[src/rtl/hazard_ctrl.sv]
// Hazard and sequencing controller for the 5-stage RV32I pipeline: load-use stall,
// taken-redirect flush sequence and EX operand forwarding from a shadow register-use pipeline.
//
// state | meaning
// RUN   | normal issue; detect redirects and load-use hazards
// FLUSH | squashing wrong-path fetches after a taken redirect
module hazard_ctrl #(
    parameter int FLUSH_DEPTH = 2,
    parameter int CNT_W       = 16
) (
    input  logic             clk,
    input  logic             rst_n,
    input  logic             id_valid,
    input  logic [31:0]      id_inst,
    input  logic             ex_br_taken,
    output logic             stall_pc,
    output logic             stall_ifid,
    output logic             flush_ifid,
    output logic             bubble_idex,
    output logic [1:0]       fwd_a,
    output logic [1:0]       fwd_b,
    output logic             ex_valid,
    output logic [CNT_W-1:0] stall_count,
    output logic [CNT_W-1:0] flush_count
);

    localparam int FW = $clog2(FLUSH_DEPTH + 1);

    localparam logic [6:0] OP_R     = 7'b0110011;
    localparam logic [6:0] OP_I     = 7'b0010011;
    localparam logic [6:0] OP_LOAD  = 7'b0000011;
    localparam logic [6:0] OP_STORE = 7'b0100011;
    localparam logic [6:0] OP_BR    = 7'b1100011;
    localparam logic [6:0] OP_JAL   = 7'b1101111;
    localparam logic [6:0] OP_JALR  = 7'b1100111;
    localparam logic [6:0] OP_LUI   = 7'b0110111;
    localparam logic [6:0] OP_AUIPC = 7'b0010111;

    typedef struct packed {
        logic       valid;
        logic [4:0] rs1;
        logic [4:0] rs2;
        logic       uses_rs1;
        logic       uses_rs2;
        logic [4:0] rd;
        logic       reg_wr;
        logic       is_load;
        logic       is_ctrl;
    } slot_t;

    typedef enum logic {RUN, FLUSH} state_t;

    state_t        state;
    logic [FW-1:0] fcnt;
    slot_t         id_dec, ex_s, mem_s, wb_s;
    logic          redirect, load_use, rs_hit;

    always_comb begin
        id_dec       = '0;
        id_dec.valid = id_valid;
        id_dec.rs1   = id_inst[19:15];
        id_dec.rs2   = id_inst[24:20];
        id_dec.rd    = id_inst[11:7];
        case (id_inst[6:0])
            OP_R:     begin id_dec.uses_rs1 = 1'b1; id_dec.uses_rs2 = 1'b1; id_dec.reg_wr = 1'b1; end
            OP_I:     begin id_dec.uses_rs1 = 1'b1; id_dec.reg_wr = 1'b1; end
            OP_LOAD:  begin id_dec.uses_rs1 = 1'b1; id_dec.reg_wr = 1'b1; id_dec.is_load = 1'b1; end
            OP_STORE: begin id_dec.uses_rs1 = 1'b1; id_dec.uses_rs2 = 1'b1; end
            OP_BR:    begin id_dec.uses_rs1 = 1'b1; id_dec.uses_rs2 = 1'b1; id_dec.is_ctrl = 1'b1; end
            OP_JAL:   begin id_dec.reg_wr = 1'b1; id_dec.is_ctrl = 1'b1; end
            OP_JALR:  begin id_dec.uses_rs1 = 1'b1; id_dec.reg_wr = 1'b1; id_dec.is_ctrl = 1'b1; end
            OP_LUI,
            OP_AUIPC: id_dec.reg_wr = 1'b1;
            default:  ;
        endcase
        // x0 is never a producer, so it can neither forward nor stall
        if (id_dec.rd == 5'd0)
            id_dec.reg_wr = 1'b0;
    end

    always_comb begin
        redirect = (state == RUN) && ex_s.valid && ex_s.is_ctrl && ex_br_taken;
        rs_hit   = (id_dec.uses_rs1 && (id_dec.rs1 == ex_s.rd)) ||
                   (id_dec.uses_rs2 && (id_dec.rs2 == ex_s.rd));
        load_use = (state == RUN) && !redirect && ex_s.valid && ex_s.is_load &&
                   (ex_s.rd != 5'd0) && id_valid && rs_hit;
    end

    assign stall_pc    = load_use;
    assign stall_ifid  = load_use;
    assign flush_ifid  = redirect || (state == FLUSH);
    assign bubble_idex = flush_ifid || load_use;
    assign ex_valid    = ex_s.valid;

    function automatic logic [1:0] fwd_sel(input logic [4:0] rs, input logic uses,
                                           input slot_t ex, input slot_t mem, input slot_t wb);
        logic [1:0] sel;
        sel = 2'b00;
        if (ex.valid && uses) begin
            if (mem.valid && mem.reg_wr && (mem.rd != 5'd0) && (mem.rd == rs))
                sel = 2'b01;
            else if (wb.valid && wb.reg_wr && (wb.rd != 5'd0) && (wb.rd == rs))
                sel = 2'b10;
        end
        return sel;
    endfunction

    always_comb begin
        fwd_a = fwd_sel(ex_s.rs1, ex_s.uses_rs1, ex_s, mem_s, wb_s);
        fwd_b = fwd_sel(ex_s.rs2, ex_s.uses_rs2, ex_s, mem_s, wb_s);
    end

    always_ff @(posedge clk) begin
        if (!rst_n) begin
            state       <= RUN;
            fcnt        <= '0;
            ex_s        <= '0;
            mem_s       <= '0;
            wb_s        <= '0;
            stall_count <= '0;
            flush_count <= '0;
        end else begin
            wb_s  <= mem_s;
            mem_s <= ex_s;
            ex_s  <= (bubble_idex || !id_valid) ? slot_t'('0) : id_dec;

            if (load_use && (stall_count != {CNT_W{1'b1}}))
                stall_count <= stall_count + 1'b1;
            if (redirect && (flush_count != {CNT_W{1'b1}}))
                flush_count <= flush_count + 1'b1;

            case (state)
                RUN: begin
                    if (redirect && (FLUSH_DEPTH > 1)) begin
                        state <= FLUSH;
                        fcnt  <= FW'(FLUSH_DEPTH - 1);
                    end
                end
                FLUSH: begin
                    if (fcnt <= FW'(1)) begin
                        state <= RUN;
                        fcnt  <= '0;
                    end else begin
                        fcnt <= fcnt - 1'b1;
                    end
                end
                default: begin
                    state <= RUN;
                    fcnt  <= '0;
                end
            endcase
        end
    end

    logic unused_bits;
    assign unused_bits = ^{id_inst[31:25], id_inst[14:12], wb_s.rs1, wb_s.rs2, wb_s.uses_rs1,
                           wb_s.uses_rs2, wb_s.is_load, wb_s.is_ctrl, mem_s.rs1, mem_s.rs2,
                           mem_s.uses_rs1, mem_s.uses_rs2, mem_s.is_load, mem_s.is_ctrl};

endmodule

[config.mk]
export PLATFORM = sky130hd
export DESIGN_NAME = hazard_ctrl
export DESIGN_NICKNAME = d
export VERILOG_FILES = /design/src/rtl/hazard_ctrl.sv
export SDC_FILE = /design/constraint.sdc
export NUM_CORES = 1
export LEC_CHECK = 0
export ABC_CLOCK_PERIOD_IN_PS = 3400
export BUFFER_PORTS_ARGS = -buffer_cell sky130_fd_sc_hd__buf_2
export CAP_MARGIN = 20
export CELL_PAD_IN_SITES_DETAIL_PLACEMENT = 1
export CELL_PAD_IN_SITES_GLOBAL_PLACEMENT = 2
export CORE_AREA = 3 3 100 102
export CTS_BUF_LIST = sky130_fd_sc_hd__clkbuf_8
export CTS_CLUSTER_DIAMETER = 30
export DETAILED_ROUTE_END_ITERATION = 8
export DIE_AREA = 0 0 103 105
export GPL_ROUTABILITY_DRIVEN = 0
export PLACE_DENSITY = 0.83
export SYNTH_ARGS = -nofsm -noshare
export SYNTH_HDL_FRONTEND = slang
export SYNTH_SLANG_ARGS = --single-unit
[constraint.sdc]
create_clock -name clk -period 3.4 [get_ports clk]
set_clock_uncertainty 0.2 [all_clocks]
set_input_delay 0.68 -clock clk [delete_from_list [all_inputs] [get_ports clk]]
set_output_delay 0.68 -clock clk [all_outputs]
set_load 0.01 [all_outputs]
## After elaboration in Yosys (flattened, before gate mapping)

Index checks and enable logic that the tools add are counted.

| word-level totals | value |
|---|---|
| output and inout port bits | 41 |
| flip-flop bits (word level) | 70 |
| logic and storage cells | 99 |

| cells by class | value |
|---|---|
| magnitude comparators | 1 |
| reduce and logical (&&, ||, !) cells | 39 |
| bitwise gates (word level) | 2 |
| equal/unequal tests | 18 |
| mux-type cells | 17 |
| add/subtract/negate cells | 3 |

Operators by type and width:

| cell | number |
|---|---|
| $add 16x1->16 const B | 2 |
| $ne 16x16->1 const B | 2 |
| $eq 5x5->1 | 6 |
| $logic_and 1x1->1 | 23 |
| $eq 7x6->1 const B | 3 |
| $eq 7x7->1 const B | 3 |
| $mux 2 | 8 |
| $reduce_bool 5->1 | 3 |
| $eq 7x5->1 const B | 2 |
| $reduce_or 3->1 | 3 |
| $eq 7x2->1 const B | 1 |
| $mux 1 | 7 |
| $reduce_or 7->1 | 1 |
| $reduce_or 6->1 | 1 |
| $logic_not 5->1 | 1 |
| $logic_or 1x1->1 | 4 |
| $pmux 2 s2 | 1 |
| $le 2x1->1 const B | 1 |
| $logic_not 1->1 | 2 |
| $ne 2x2->1 const B | 1 |
| $not 1->1 | 2 |
| $pmux 1 s2 | 1 |
| $reduce_or 2->1 | 1 |
| $sub 2x1->2 const B | 1 |

## Logic depth before layout (Yosys ltp)

Gate-level depths: netlist of run 1.

| logic depth | value |
|---|---|
| word-level depth | 14 |
| depth in mapped cells | 8 |

## Worst setup path before layout of run 1

OpenSTA, ideal clock, no wires.

| timing | value |
|---|---|
| path type | input port to output port |
| start point | in id_inst[3] |
| end point | out bubble_idex |
| data required time | 2.520 ns |
| setup slack | 0.679 ns |
| data arrival time | 1.841 ns |
| stages | 7 |
| cells stage by stage | and3b_2 -> a21boi_2 -> and4_4 -> nor2_1 -> o21a_1 -> buf_2 -> inv_1 |

| on the way | value |
|---|---|
| cells in the longest elaborated chain, start to end | 7 |

Ends and longest elaborated chain:

| element | line | source |
|---|---|---|
| start, declared | 14 | `input logic [31:0] id_inst,` |
| $eq 7x7->1 (tied with other cells) | 64 | `case (id_inst[6:0])` |
| $reduce_or 6->1 (no line) / $reduce_or 3->1 (equally long branches) | -- |  |
| $mux 1 | 64 |  |
| $logic_and 1x1->1 (on tied branches) | 83, 84 |  |
| $logic_or 1x1->1 (*) | 83 | `rs_hit = (id_dec.uses_rs1 && (id_dec.rs1 == ex_s.rd)) \|\|` |
| $logic_and 1x1->1 (*) | 86 | `(ex_s.rd != 5'd0) && id_valid && rs_hit;` |
| $logic_or 1x1->1 (*) | 92 | `assign bubble_idex = flush_ifid \|\| load_use;` |
| end, declared | 19 | `output logic bubble_idex,` |

Mark *: on every way between the ends. The rest lies on a longest branch, timed or not.

## Worst setup path in the final report of run 1

| timing | value |
|---|---|
| start point | reg ex_s[3] (netlist bit) |
| end point | out stall_pc |

| on the way | value |
|---|---|
| cells in the longest elaborated chain, start to end | 4 |

Ends and longest elaborated chain:

| element | line | source |
|---|---|---|
| start, declared | 55 | `slot_t id_dec, ex_s, mem_s, wb_s;` |
| start signal, assigned | 125 | `ex_s <= (bubble_idex \|\| !id_valid) ? slot_t'('0) : id_dec;` |
| $eq 5x5->1 (tied with other cells) | 83 |  |
| $logic_and 1x1->1 (on tied branches) | 83, 84, 85 |  |
| $logic_or 1x1->1 / $logic_and 1x1->1 (equally long branches) | 83, 86 |  |
| $logic_and 1x1->1 (*) | 86 |  |
| end, declared | 16 | `output logic stall_pc,` |

Marks and branches as above.

==> out/qor.yml, run 1 <==
cts_setup_buffers: 0
hold_class: "register to register"
cts_tree: "yes"
drt-initial-drc-count: 85
fmax_ghz: 0.336
grt_pass1_vias: 2734
port_buffers: 66
postPlaceCellArea_sq_um: 3650
cts_buffers: 9
die-area_sq_um: 10800
grt_max_degree: 25
p_leak_uw: 0.00164
ys_types: 55
io_pins: 77
hold_violations: 0
initial_core_util: 0.350
ys_ff_latch: 70
worstPathArrival_ps: 2090
seq_area_frac_synth: 0.436
vias: 2771
max_slew_margin: 0.610
hpwl_mm: 6.19
core_sq_um: 9200
htreeDepth: 3
worstSetupPathType: "register to output pin"
totalPowerFinal_uw: 1630
synth_warnings: 0
setup_slack_ps: 427
overflow: 0
avgSynthCellArea_sq_um: 9.08
cts_buffer_depth: 2
tightest_slew_ps: 584
antenna_found_initial: 0
wl_per_cell_um: 15.4
setup_tns_ps: 0
startpoint_type: "register"
setup_viol: 0
via_per_inst: 5.14
drtAntennaViolNets: 0
wl_mm: 8.28
synth_cells: 354
die_h_um: 105
mappedNetlistNets: 392
pwr_density_cell_nw_per_um2: 423
run_status: "completed"
grt_pass1_wl_mm: 13.6
synth_top_area_cell: "dfxtp_1"
cp_max_fo: 10
drv_slew: 0
clkTransAtPathRegs_ps: 80
die_w_um: 103
critPathRequiredTime_ps: 2520
fin_area_sq_um: 3860
cp-end-kind: "output pin"
rsz0062_at_grt: "no"
syn_to_final_growth_pct: 20.0
ir_worst_vdd_uv: 187
track_usage: 0.159
clock-sinks: 70
drc: 0
synth-edff-count: 0
period_needed_ps: 2970
synth_top_area_frac: 0.436
cts_resized: 0
synth_ff_type: "dfxtp_1"
fp-row-count: 35
final_layout_size_suffix_gt1_frac: 0.243
nets: 461
fin_crit_sh: 0.874
diodes: 0
cts_hold_buf: 0
synth_area_sq_um: 3220
worstSkewPairLatency_ps: 350
drv_cap: 0
synthTopCellsByArea: "dfxtp_1, xnor2_1, xor2_1"
dp_slack_ps: 457
async_flop_share: 0
dr.pass1.iters: 4
cts_root_buf: "clkbuf_8"
[sequential cells by signal, summed over array words and instances, names as in the netlist]
register and flops:
fcnt 2, ex_valid 1, stall_count 16, flush_count 16
state 1, ex_s 20, wb_s 7, mem_s 7
[logic make-up after synthesis]
logic type,Yosys count,synth area share
xor gates and xnor gates,45,0.125
and+or+nand+nor,166,0.292
DFF,70,0.436
adders and majority gates,2,0.00778
muxes,2,0.00623
AOI/OAI and AO/OA,46,0.100
buffers and inverters,23,0.0331
[power by group]
group | leakage [uW] | switching (uW) | internal [uW] | total [uW]
clock network | 0.0000951 | 337 | 362 | 700
logic | 0.000980 | 46.5 | 39.3 | 85.8
registers | 0.000567 | 14.0 | 831 | 845
[cells in the mapped netlist (2+ instances only)]
library cell / count
nor3_1: 10
o21bai_1: 2
and2_1: 16
clkbuf_1: 5
and3_1: 21
o31ai_1: 3
a211oi_1: 2
or3_1: 10
nand2_1: 19
a21oi_1: 13
o211ai_1: 2
nand3_1: 15
buf_2: 3
ha_1: 2
nand4_1: 8
mux2i_1: 2
xor2_1: 20
dfxtp_1: 70
nor4_1: 8
o2111ai_2: 2
xnor2_1: 24
nor2_1: 36
a31oi_1: 2
buf_4: 2
o21ai_0: 11
or4_1: 7
inv_1: 11
[critical path, stage by stage (launching register included)]
cell and delay [ps]:
dfxtp_1 390, or4_1 570, o2111ai_2 280, nor2_2 100, o21ai_4 140, inv_1 120, buf_2 160
[layout make-up]
| class | count | area (sq um) |
|---|---|---|
| flip-flops and latches | 70 | 1400 |
| clock inverters | 6 | 70.1 |
| fillers | 1117 | 5340 |
| clock buffers | 10 | 138 |
| multi-input cells | 261 | 1710 |
| well taps | 111 | 139 |
| repair buffers | 70 | 360 |
| inverters | 11 | 41.3 |
[per-stage QoR]
stage	util	hold WS [ps]	instances
6_report	0.419	249	539
5_1_grt	0.419	269	539
4_1_cts	0.419	250	539
3_5_place_dp	0.397	232	523
3_3_place_gp	0.397	227	523
2_1_floorplan	-	212	354
[layout by cell type, fill, tap and decap left out, drive strengths merged, types with 2 or more instances in the layout]
master and count:
o21bai 2, or4 7, and3 22, o211ai 2, a31oi 3, o21ai 13
nor4 8, a21oi 13, o2111ai 2, ha 2, xor2 21, mux2i 2
nor3 12, buf 70, nor2 37, and2 16, clkinvlp 3, xnor2 24
clkbuf 10, dfxtp 70, and3b 2, nand2 19, nand4 9, or3 10
and4 3, nand3 15, a211oi 2, o31ai 3, inv 12
[metal layers]
metal,routed length [um],track usage
met5,0,0
met4,161,0.0629
met3,294,0.0374
met2,4070,0.263
met1,3760,0.196
[final timing paths]
kind,from,endpoint,slack [ps],cells after the start
max,ex_s[3],stall_pc,430,6
min,ex_s[2],mem_s[2],250,1
max reg2reg,stall_count[0],stall_count[6],940,8
min reg2reg,ex_s[2],mem_s[2],250,1
Power figures use the tool's default switching activity.
==> inputs of run 2 (changes only) <==
Settings changed: CORE_AREA 3 3 100 102 to 3 3 102 104, CTS_BUF_LIST sky130_fd_sc_hd__clkbuf_8 to not set, DIE_AREA 0 0 103 105 to 0 0 105 107, MAX_ROUTING_LAYER set to met4, PLACE_DENSITY 0.83 to 0.8.
==> out/qor.yml, run 2 (same netlist as run 1, synthesis figures left out) <==
startpoint_type: "register"
vias: 2711  # -2.2%
run_status: "completed"
comb_power_share: 0.050  # -0.003
wl_per_cell_um: 14.4  # -6.0%
regArea_sq_um: 1400  # unchanged
wl_mm: 8.10  # -2.2%
worstSetupPathType: "register to output pin"
setup_tns_ps: 0  # unchanged
routed.top_layer: "met4"
worstSkewPairLatency_ps: 340  # about the same
cts_root_buf: "clkbuf_8"
cp-end-kind: "output pin"
dr.pass1.iters: 4  # unchanged
clkTransAtPathRegs_ps: 80  # about the same
dp_slack_ps: 470  # +12.7 ps
die_w_um: 105  # +1.9%
layout_commonest_cell: "dfxtp_1"
p_int_uw: 1290  # +4.9%
rsz0062_at_grt: "no"
swShare: 0.235  # -0.00881
fp-row-count: 36  # +2.9%
ir_worst_vdd_uv: 196  # +4.5%
cts_buffer_depth: 2  # unchanged
port_buffers: 66  # unchanged
io_pins: 77  # unchanged
power.share.clock: 0.450  # +0.021
hold_class: "register to register"
initial_core_util: 0.334  # -0.0161
critPathRequiredTime_ps: 2520  # about the same
worstPathArrival_ps: 2080  # about the same
diodes: 0  # unchanged
htreeDepth: 3  # unchanged
overflow: 0  # unchanged
clock-sinks: 70  # unchanged
track_usage: 0.155  # -0.00374
multiInputGateArea_sq_um: 1710  # unchanged
core_sq_um: 9640  # +4.8%
die_h_um: 107  # +1.9%
grt_pass1_wl_mm: 13.6  # +0.61%
final_layout_size_suffix_gt1_frac: 0.243  # unchanged
p_leak_uw: 0.00166  # +0.98%
period_needed_ps: 2960  # -9.36 ps
antenna_found_initial: 0  # unchanged
cts_buffers: 9  # unchanged
fin_crit_sh: 0.872  # -0.00275
setup_slack_ps: 436  # +9.36 ps
met3_length_um: 287  # -2.4%
wl_met1_mm: 3.70  # -1.4%
cts_resized: 0  # unchanged
drv_cap: 0  # unchanged
hold_violations: 0  # unchanged
grt_pass1_vias: 2793  # +2.2%
fmax_ghz: 0.337  # +0.32%
totalPowerFinal_uw: 1690  # +3.7%
drc: 0  # unchanged
via_per_inst: 4.83  # -6.0%
drtAntennaViolNets: 0  # unchanged
cts_setup_buffers: 0  # unchanged
wl_met2_mm: 4.03  # -0.93%
cp_max_fo: 10  # unchanged
seqPwrFrac: 0.500  # -0.018
utilization: 0.405  # -0.0145
die-area_sq_um: 11200  # +3.9%
syn_to_final_growth_pct: 21.4
max_slew_margin: 0.526  # -0.0845
setup_viol: 0  # unchanged
n_fill_cell: 1168  # +4.6%
drv_slew: 0  # unchanged
top_register: "ex_s"
p_switching_uw: 398  # about the same
drt-initial-drc-count: 68  # -20%
final_cell_mix: "dfxtp_1, buf_2, nor2_1, xnor2_1, and3_1"
cts_tree: "yes"
pwr_density_cell_nw_per_um2: 433  # +2.5%
reg.largest.list: "ex_s: 20 flops, flush_count: 16 flops, stall_count: 16 flops"
grt_max_degree: 22  # -12%
largest_reg_flops: 20  # unchanged
cts_hold_buf: 0  # unchanged
nets: 461  # unchanged
tightest_slew_ps: 710  # +126 ps
hpwl_mm: 6.16  # -0.63%
-- run 2: per-layer routing --
layer,GRT usage,vias up
li1,-,1383
met1,0.185,1280
met2,0.258,41
met3,0.0385,7
met4,0.0506,0
met5,-,-
-- run 2: critical path, cell delays in order, from the launching register on --
cell	delay (ps)
dfxtp_1	380
or4_1	570
o2111ai_2	270
nor2_2	100
o21ai_4	140
inv_1	130
buf_2	160
-- run 2: area by class of cell --
type | instances | area share
clock buffers | 9 | 0.0317
clock inverters | 7 | 0.0263
inverters | 11 | 0.0106
multi-input cells | 261 | 0.438
flip-flops and latches | 70 | 0.359
well taps | 133 | 0.0426
repair buffers | 70 | 0.0923
-- run 2: final timing paths --
path	start	to	slack, ps	cells after the start
worst min-delay path	ex_s[2]	mem_s[2]	240	1
worst min register to register	ex_s[2]	mem_s[2]	240	1
worst max register to register	stall_count[0]	stall_count[6]	1070	8
worst max-delay path	ex_s[3]	stall_pc	440	6
-- run 2: power groups by stage --
stage / Sequential, uW / Combinational, uW / Clock (uW)
6_report: 845 / 85.3 / 761
5_1_grt: 847 / 95.8 / 829
4_1_cts: 845 / 86.8 / 785
3_5_place_dp: 864 / 86.3 / 0
3_3_place_gp: 864 / 83.9 / 0
2_1_floorplan: 859 / 53.2 / 0
-- run 2: stage by stage --
step	hold WS, ps	area [sq um]	instances
2_1_floorplan	212	3220	354
3_3_place_gp	226	3680	545
3_5_place_dp	229	3680	545
4_1_cts	248	3900	561
5_1_grt	267	3900	561
6_report	244	3900	561
